`config.mk`:
```
export PLATFORM = sky130hd
export DESIGN_NAME = parity_arb
export DESIGN_NICKNAME = d
export VERILOG_FILES = /design/src/rtl/parity_pkg.sv /design/src/rtl/xor4.sv /design/src/rtl/parity_arb.sv
export SDC_FILE = /design/constraint.sdc
export NUM_CORES = 1
export LEC_CHECK = 0
export CORE_MARGIN = 4
export CORE_UTILIZATION = 46
export CTS_CLUSTER_SIZE = 14
export DETAILED_ROUTE_END_ITERATION = 6
export MAX_ROUTING_LAYER = met4
export PLACE_DENSITY = 0.87
export SLEW_MARGIN = 20
export SYNTH_ARGS = -nofsm -noshare
export SYNTH_HDL_FRONTEND = slang
export SYNTH_HIERARCHICAL = 1
export SYNTH_SLANG_ARGS = --single-unit
```
`constraint.sdc`:
```
create_clock -name clk -period 2.1 [get_ports clk]
set_input_delay 0.21 -clock clk [delete_from_list [all_inputs] [get_ports clk]]
set_output_delay 0.21 -clock clk [all_outputs]
set_load 0.02 [all_outputs]
```
`src/rtl/parity_pkg.sv`:
```
// ---------------------------------------------------------------------------
// parity_pkg
// Shared definitions for the parity arbiter:
//   state_t  - arbiter FSM states (IDLE, ACC, DONE)
//   NUM_REQ  - number of requesters competing for the accumulator
//   rr_pick  - round-robin grant selection between the two requesters
// ---------------------------------------------------------------------------
package parity_pkg;

    typedef enum logic [1:0] {
        IDLE = 2'd0,
        ACC  = 2'd1,
        DONE = 2'd2
    } state_t;

    localparam int NUM_REQ = 2;

    // Both requesting: hand the grant to the one not served last.
    // Only one requesting: it wins regardless of history.
    function automatic logic rr_pick(input logic [NUM_REQ-1:0] valid,
                                     input logic               last_served);
        if (valid == 2'b11) begin
            return ~last_served;
        end
        return valid[1];
    endfunction

endpackage

```
`src/rtl/xor4.sv`:
```
// ---------------------------------------------------------------------------
// xor4
// XOR reduction of one 4-bit nibble.
// Ports:
//   data   - input nibble
//   parity - 1 when data holds an odd number of ones
// ---------------------------------------------------------------------------
module xor4 (
    input  logic [3:0] data,
    output logic       parity
);

    assign parity = ^data;

endmodule

```
`src/rtl/parity_arb.sv`:
```
// ---------------------------------------------------------------------------
// parity_arb
// Two-requester round-robin arbiter that grants one packet at a time and
// accumulates the XOR parity of every accepted data nibble of that packet.
// A packet ends on req_last or after MAX_BEATS beats (truncation); the result
// is then presented on a registered valid/ready output until consumed.
//
// Parameters:
//   MAX_BEATS  - beats per packet before forced termination (1..15)
// Ports:
//   clk        - rising-edge clock
//   reset_n    - synchronous active-low reset
//   req_valid  - per-requester beat valid
//   req_data0  - requester 0 data nibble
//   req_data1  - requester 1 data nibble
//   req_last   - per-requester last-beat flag
//   req_ready  - per-requester beat accept (one-hot or zero)
//   res_valid  - result available
//   res_ready  - result consumer accept
//   res_parity - XOR of all bits of the packet's accepted beats
//   res_id     - requester that owned the packet
//   res_trunc  - packet ended by MAX_BEATS rather than req_last
//   res_beats  - accepted beat count (only with PARITY_ARB_BEATS_EN)
// Build option:
//   PARITY_ARB_BEATS_EN - adds the res_beats output
// ---------------------------------------------------------------------------
module parity_arb
    import parity_pkg::*;
#(
    parameter int MAX_BEATS = 8
) (
    input  logic               clk,
    input  logic               reset_n,
    input  logic [NUM_REQ-1:0] req_valid,
    input  logic [3:0]         req_data0,
    input  logic [3:0]         req_data1,
    input  logic [NUM_REQ-1:0] req_last,
    output logic [NUM_REQ-1:0] req_ready,
    output logic               res_valid,
    input  logic               res_ready,
    output logic               res_parity,
    output logic               res_id,
`ifdef PARITY_ARB_BEATS_EN
    output logic               res_trunc,
    output logic [3:0]         res_beats
`else
    output logic               res_trunc
`endif
);

    localparam logic [3:0] MAX_BEATS_4 = 4'(MAX_BEATS);

    state_t     state_reg, state_next;
    logic       grant_reg, grant_next;
    logic       last_served_reg, last_served_next;
    logic       acc_reg, acc_next;
    logic [3:0] count_reg, count_next;

    logic       res_valid_reg, res_valid_next;
    logic       res_parity_reg, res_parity_next;
    logic       res_id_reg, res_id_next;
    logic       res_trunc_reg, res_trunc_next;
`ifdef PARITY_ARB_BEATS_EN
    logic [3:0] res_beats_reg, res_beats_next;
`endif

    logic [3:0] beat_data;
    logic       beat_parity;
    logic       beat_fire;
    logic       beat_last;
    logic [3:0] count_inc;
    logic       at_max;

    // Ready depends only on state and grant, so it never combinationally
    // follows the requester's own valid.
    generate
        for (genvar gi = 0; gi < NUM_REQ; gi++) begin : g_ready
            assign req_ready[gi] = (state_reg == ACC) && (grant_reg == 1'(gi));
        end
    endgenerate

    assign beat_data = grant_reg ? req_data1 : req_data0;

    xor4 u_xor4 (
        .data   (beat_data),
        .parity (beat_parity)
    );

    assign beat_fire = (state_reg == ACC) && req_valid[grant_reg];
    assign beat_last = req_last[grant_reg];
    assign count_inc = count_reg + 4'd1;
    assign at_max    = (count_inc == MAX_BEATS_4);

    always_comb begin
        state_next       = state_reg;
        grant_next       = grant_reg;
        last_served_next = last_served_reg;
        acc_next         = acc_reg;
        count_next       = count_reg;
        res_valid_next   = res_valid_reg;
        res_parity_next  = res_parity_reg;
        res_id_next      = res_id_reg;
        res_trunc_next   = res_trunc_reg;
`ifdef PARITY_ARB_BEATS_EN
        res_beats_next   = res_beats_reg;
`endif

        case (state_reg)
            IDLE: begin
                if (|req_valid) begin
                    grant_next = rr_pick(req_valid, last_served_reg);
                    state_next = ACC;
                end
            end

            ACC: begin
                if (beat_fire) begin
                    acc_next   = acc_reg ^ beat_parity;
                    count_next = count_inc;
                    if (beat_last || at_max) begin
                        state_next      = DONE;
                        res_valid_next  = 1'b1;
                        res_parity_next = acc_reg ^ beat_parity;
                        res_id_next     = grant_reg;
                        // A last flag on the MAX_BEATS beat is a normal end.
                        res_trunc_next  = ~beat_last;
`ifdef PARITY_ARB_BEATS_EN
                        res_beats_next  = count_inc;
`endif
                        // Result registers now hold the packet; start the
                        // next packet from a clean accumulator.
                        acc_next        = 1'b0;
                        count_next      = 4'd0;
                    end
                end
            end

            DONE: begin
                if (res_ready) begin
                    state_next       = IDLE;
                    res_valid_next   = 1'b0;
                    last_served_next = res_id_reg;
                end
            end

            default: begin
                state_next = IDLE;
            end
        endcase
    end

    always_ff @(posedge clk) begin
        if (!reset_n) begin
            state_reg       <= IDLE;
            grant_reg       <= 1'b0;
            // Requester 0 wins the first tie after reset.
            last_served_reg <= 1'b1;
            acc_reg         <= 1'b0;
            count_reg       <= 4'd0;
            res_valid_reg   <= 1'b0;
            res_parity_reg  <= 1'b0;
            res_id_reg      <= 1'b0;
            res_trunc_reg   <= 1'b0;
`ifdef PARITY_ARB_BEATS_EN
            res_beats_reg   <= 4'd0;
`endif
        end else begin
            state_reg       <= state_next;
            grant_reg       <= grant_next;
            last_served_reg <= last_served_next;
            acc_reg         <= acc_next;
            count_reg       <= count_next;
            res_valid_reg   <= res_valid_next;
            res_parity_reg  <= res_parity_next;
            res_id_reg      <= res_id_next;
            res_trunc_reg   <= res_trunc_next;
`ifdef PARITY_ARB_BEATS_EN
            res_beats_reg   <= res_beats_next;
`endif
        end
    end

    assign res_valid  = res_valid_reg;
    assign res_parity = res_parity_reg;
    assign res_id     = res_id_reg;
    assign res_trunc  = res_trunc_reg;
`ifdef PARITY_ARB_BEATS_EN
    assign res_beats  = res_beats_reg;
`endif

endmodule
```
==> flow_summary_export.csv <==
group,metric,value,unit
placement,dp.cells,115,
drt,drt_iter0_drc,8,
critical_path,crit_arrival,1.75,ns
die,dieArea,2372,um2
clock_tree,cts_root_buffer,"clkbuf_4",
final_layout,drive_gt1_share,12.62,%
placement,post-place-ws,0.2379,ns
yosys,netlist_instances,83,
placement,hpwl,1.269,mm
drt,wl,1.698,mm
clock_tree,cts_setup_buffers,0,
sta,drv_slew,0,
drt,firstDrtPassIters,4,
sta,grt_setup_unrepaired,"false",
yosys,ys_seq_elements,13,
pwr,ir_drop,0.4049,mV
clock_tree,hold_buffers,0,
drt,drc,0,
critical_path,cp-end-kind,"output pin",
placement,gp_congestion,0.7325,
die,die-width,48.70,um
drt,ant_nets,0,
clock_tree,cts_resized,0,
critical_path,cp.buffers_inverters,1,
clock_tree,clk_latency,0.29,ns
die,core_area,1541,um2
placement,portBuffers,20,
yosys,postSynthAreaPerCell,9.180,um2
run_status,outcome,"finished, final reports clean",
critical_path,crit_chain,"nor2b_1 > nor2b_1 > clkdlybuf4s50_1",
clock_tree,clock_sinks,13,
yosys,ys_types,37,
pwr,powerDensity,575.7,nW/um2
yosys,synth.net_count,99,
worst_hold_path,hp-class,"register to register",
yosys,synthTopCellsByArea,"dfxtp_1 (34%), mux2_2 (5.9%), nand3_1 (4.6%), nand2_1 (4.4%), nor2b_1 (4.1%)",
sta,fmax,510.3,MHz
critical_path,crit_slowest_cell,"clkdlybuf4s50_1",
global_routing,grt_pass1_vias,626,
final_layout,largest_reg_flops,4,
final_layout,finalNonFillerCells,119,
clock_tree,htree_levels,1,
final_layout,final_nets,120,
sta,fin_setup_tns,0,ns
sta,clock_skew,0.003226,ns
job,maxCapViolCount,0,
drt,vias,664,
sta,timing.final.crit_share,93.31,%
clock_tree,clock_path_buffers,2,
die,fp.dieH,48.70,um
sta,slew_headroom,58.21,%
final_layout,diodes,0,
sta,min_period,1.960,ns
critical_path,cp_top_family,"buffers and inverters",
pwr,leakage,0.0003816,uW
yosys,ys_warn_count,6,
clock_tree,clkTransAtPathRegs,0.08,ns
critical_path,start_kind,"register",
drt,wl_per_cell,14.27,um
sta,worstMarginPinSlew,0.6249,ns
die,start_util,49.43,%
yosys,netlist_area,762.0,um2
yosys,yosysSeqAreaShare,34.15,%
global_routing,grt_first_pass_wirelength,2.684,mm
global_routing,overflow,0,
critical_path,crit_type,"register to output pin",
clock_tree,cts_tree,"yes",
final_layout,mostFrequentLayoutCells,"clkdlybuf4s50_1 (20), dfxtp_1 (13), nand2_1 (9)",
drt,viasPerCell,5.580,
sta,hold_violations,0,
critical_path,cp_max_fo,6,
sta,setup_ws,0.1405,ns
critical_path,cp_slowest_stage_delay,0.62,ns
global_routing,antenna_found_initial,0,
critical_path,cp.required,1.89,ns
die,io_pins,21,
global_routing,grt_usage,15.08,%
critical_path,crit_top_cell,"nor2b_1",
yosys,yosys.area.top_type,"dfxtp_1",
clock_tree,cts_made_buffers,3,
global_routing,grt_max_degree,21,
yosys,synth_top_area_share,34.15,%
final_layout,area_growth,28.41,%
final_layout,layout_commonest_cell,"clkdlybuf4s50_1",
sta,setup_violations,0,
die,core.rowCount,14,
[routing by layer]
layer | global-route usage (%) | vias to the layer above | part of all wire (%)
met5 | - | - | 0
met4 | 6.726 | 0 | 2.0
met3 | 6.442 | 5 | 4.4
met2 | 24.78 | 13 | 53
met1 | 15.49 | 306 | 40
li1 | - | 340 | -
[path summary, 6_finish.rpt]
path | start | to | cells past startpoint | slack, ns
min | res_parity | res_parity | 2 | 0.48
max | state_reg[0] | req_ready[0] | 3 | 0.14
max reg2reg | grant_reg | acc_reg | 7 | 0.22
min reg2reg | res_parity | res_parity | 2 | 0.48
[power breakdown]
part           switching [uW]  internal [uW]  total [uW]
logic                    59.2           73.4         133
registers                12.4            257         269
clock network            87.7           73.9         162
[cell type report]
cell class / count / area (um2)
Timing Repair Buffer: 20 / 200.2
Tap cell: 16 / 20.02
Sequential cell: 13 / 260.3
Fill cell: 136 / 563.0
Inverter: 1 / 3.754
Clock buffer: 4 / 26.28
Multi-Input combinational cell: 65 / 467.9
[tightest hold or removal path, stage by stage, from the launching register on]
cell and delay (ns):
dfxtp_1 0.32, nand2_1 0.05, mux2i_1 0.06
[cells in the mapped netlist]
cell      number
dfxtp_1       13
nand2_1        9
nand3_1        7
nor2b_1        5
mux2_2         4
mux2i_1        3
o21ai_1        3
a21boi_1       2
a32oi_1        2
and2_1         2
buf_6          2
clkbuf_1       2
nand3b_1       2
nor2_1         2
o21ai_0        2
xnor2_1        2
a21bo_1        1
a21oi_2        1
a31oi_1        1
and2_4         1
and3_1         1
and3b_1        1
ha_1           1
inv_1          1
mux2_4         1
mux2i_2        1
nand2b_1       1
nand4_1        1
nand4b_1       1
nor3_1         1
nor3b_1        1
o211a_1        1
o211ai_2       1
o21a_1         1
o221a_2        1
o311ai_0       1
xor2_1         1
[kinds of logic after synthesis]
logic type | count (synthesis) | synth area share, %
XOR/XNOR | 3 | 3.449
AO/OA/AOI/OAI | 17 | 17.41
adder cells (fa/ha/maj) | 1 | 1.642
AND/OR/NAND/NOR | 35 | 25.29
buffers and inverters | 5 | 4.433
flip-flops | 13 | 34.15
multiplexers | 9 | 13.63
[through the flow]
step	instance area [um2]	hold slack [ns]	utilization [%]	total power, uW
5_1_grt	978.4	0.5084	63.47	593.4
6_report	978.4	0.4760	63.47	563.3
2_1_floorplan	762.0	0.3976	-	359.3
3_5_place_dp	952.2	0.4645	61.77	406.8
4_1_cts	978.4	0.4806	63.47	572.0
3_3_place_gp	952.2	0.4621	61.77	402.3
Note: power is estimated with default switching activity, not from simulation.
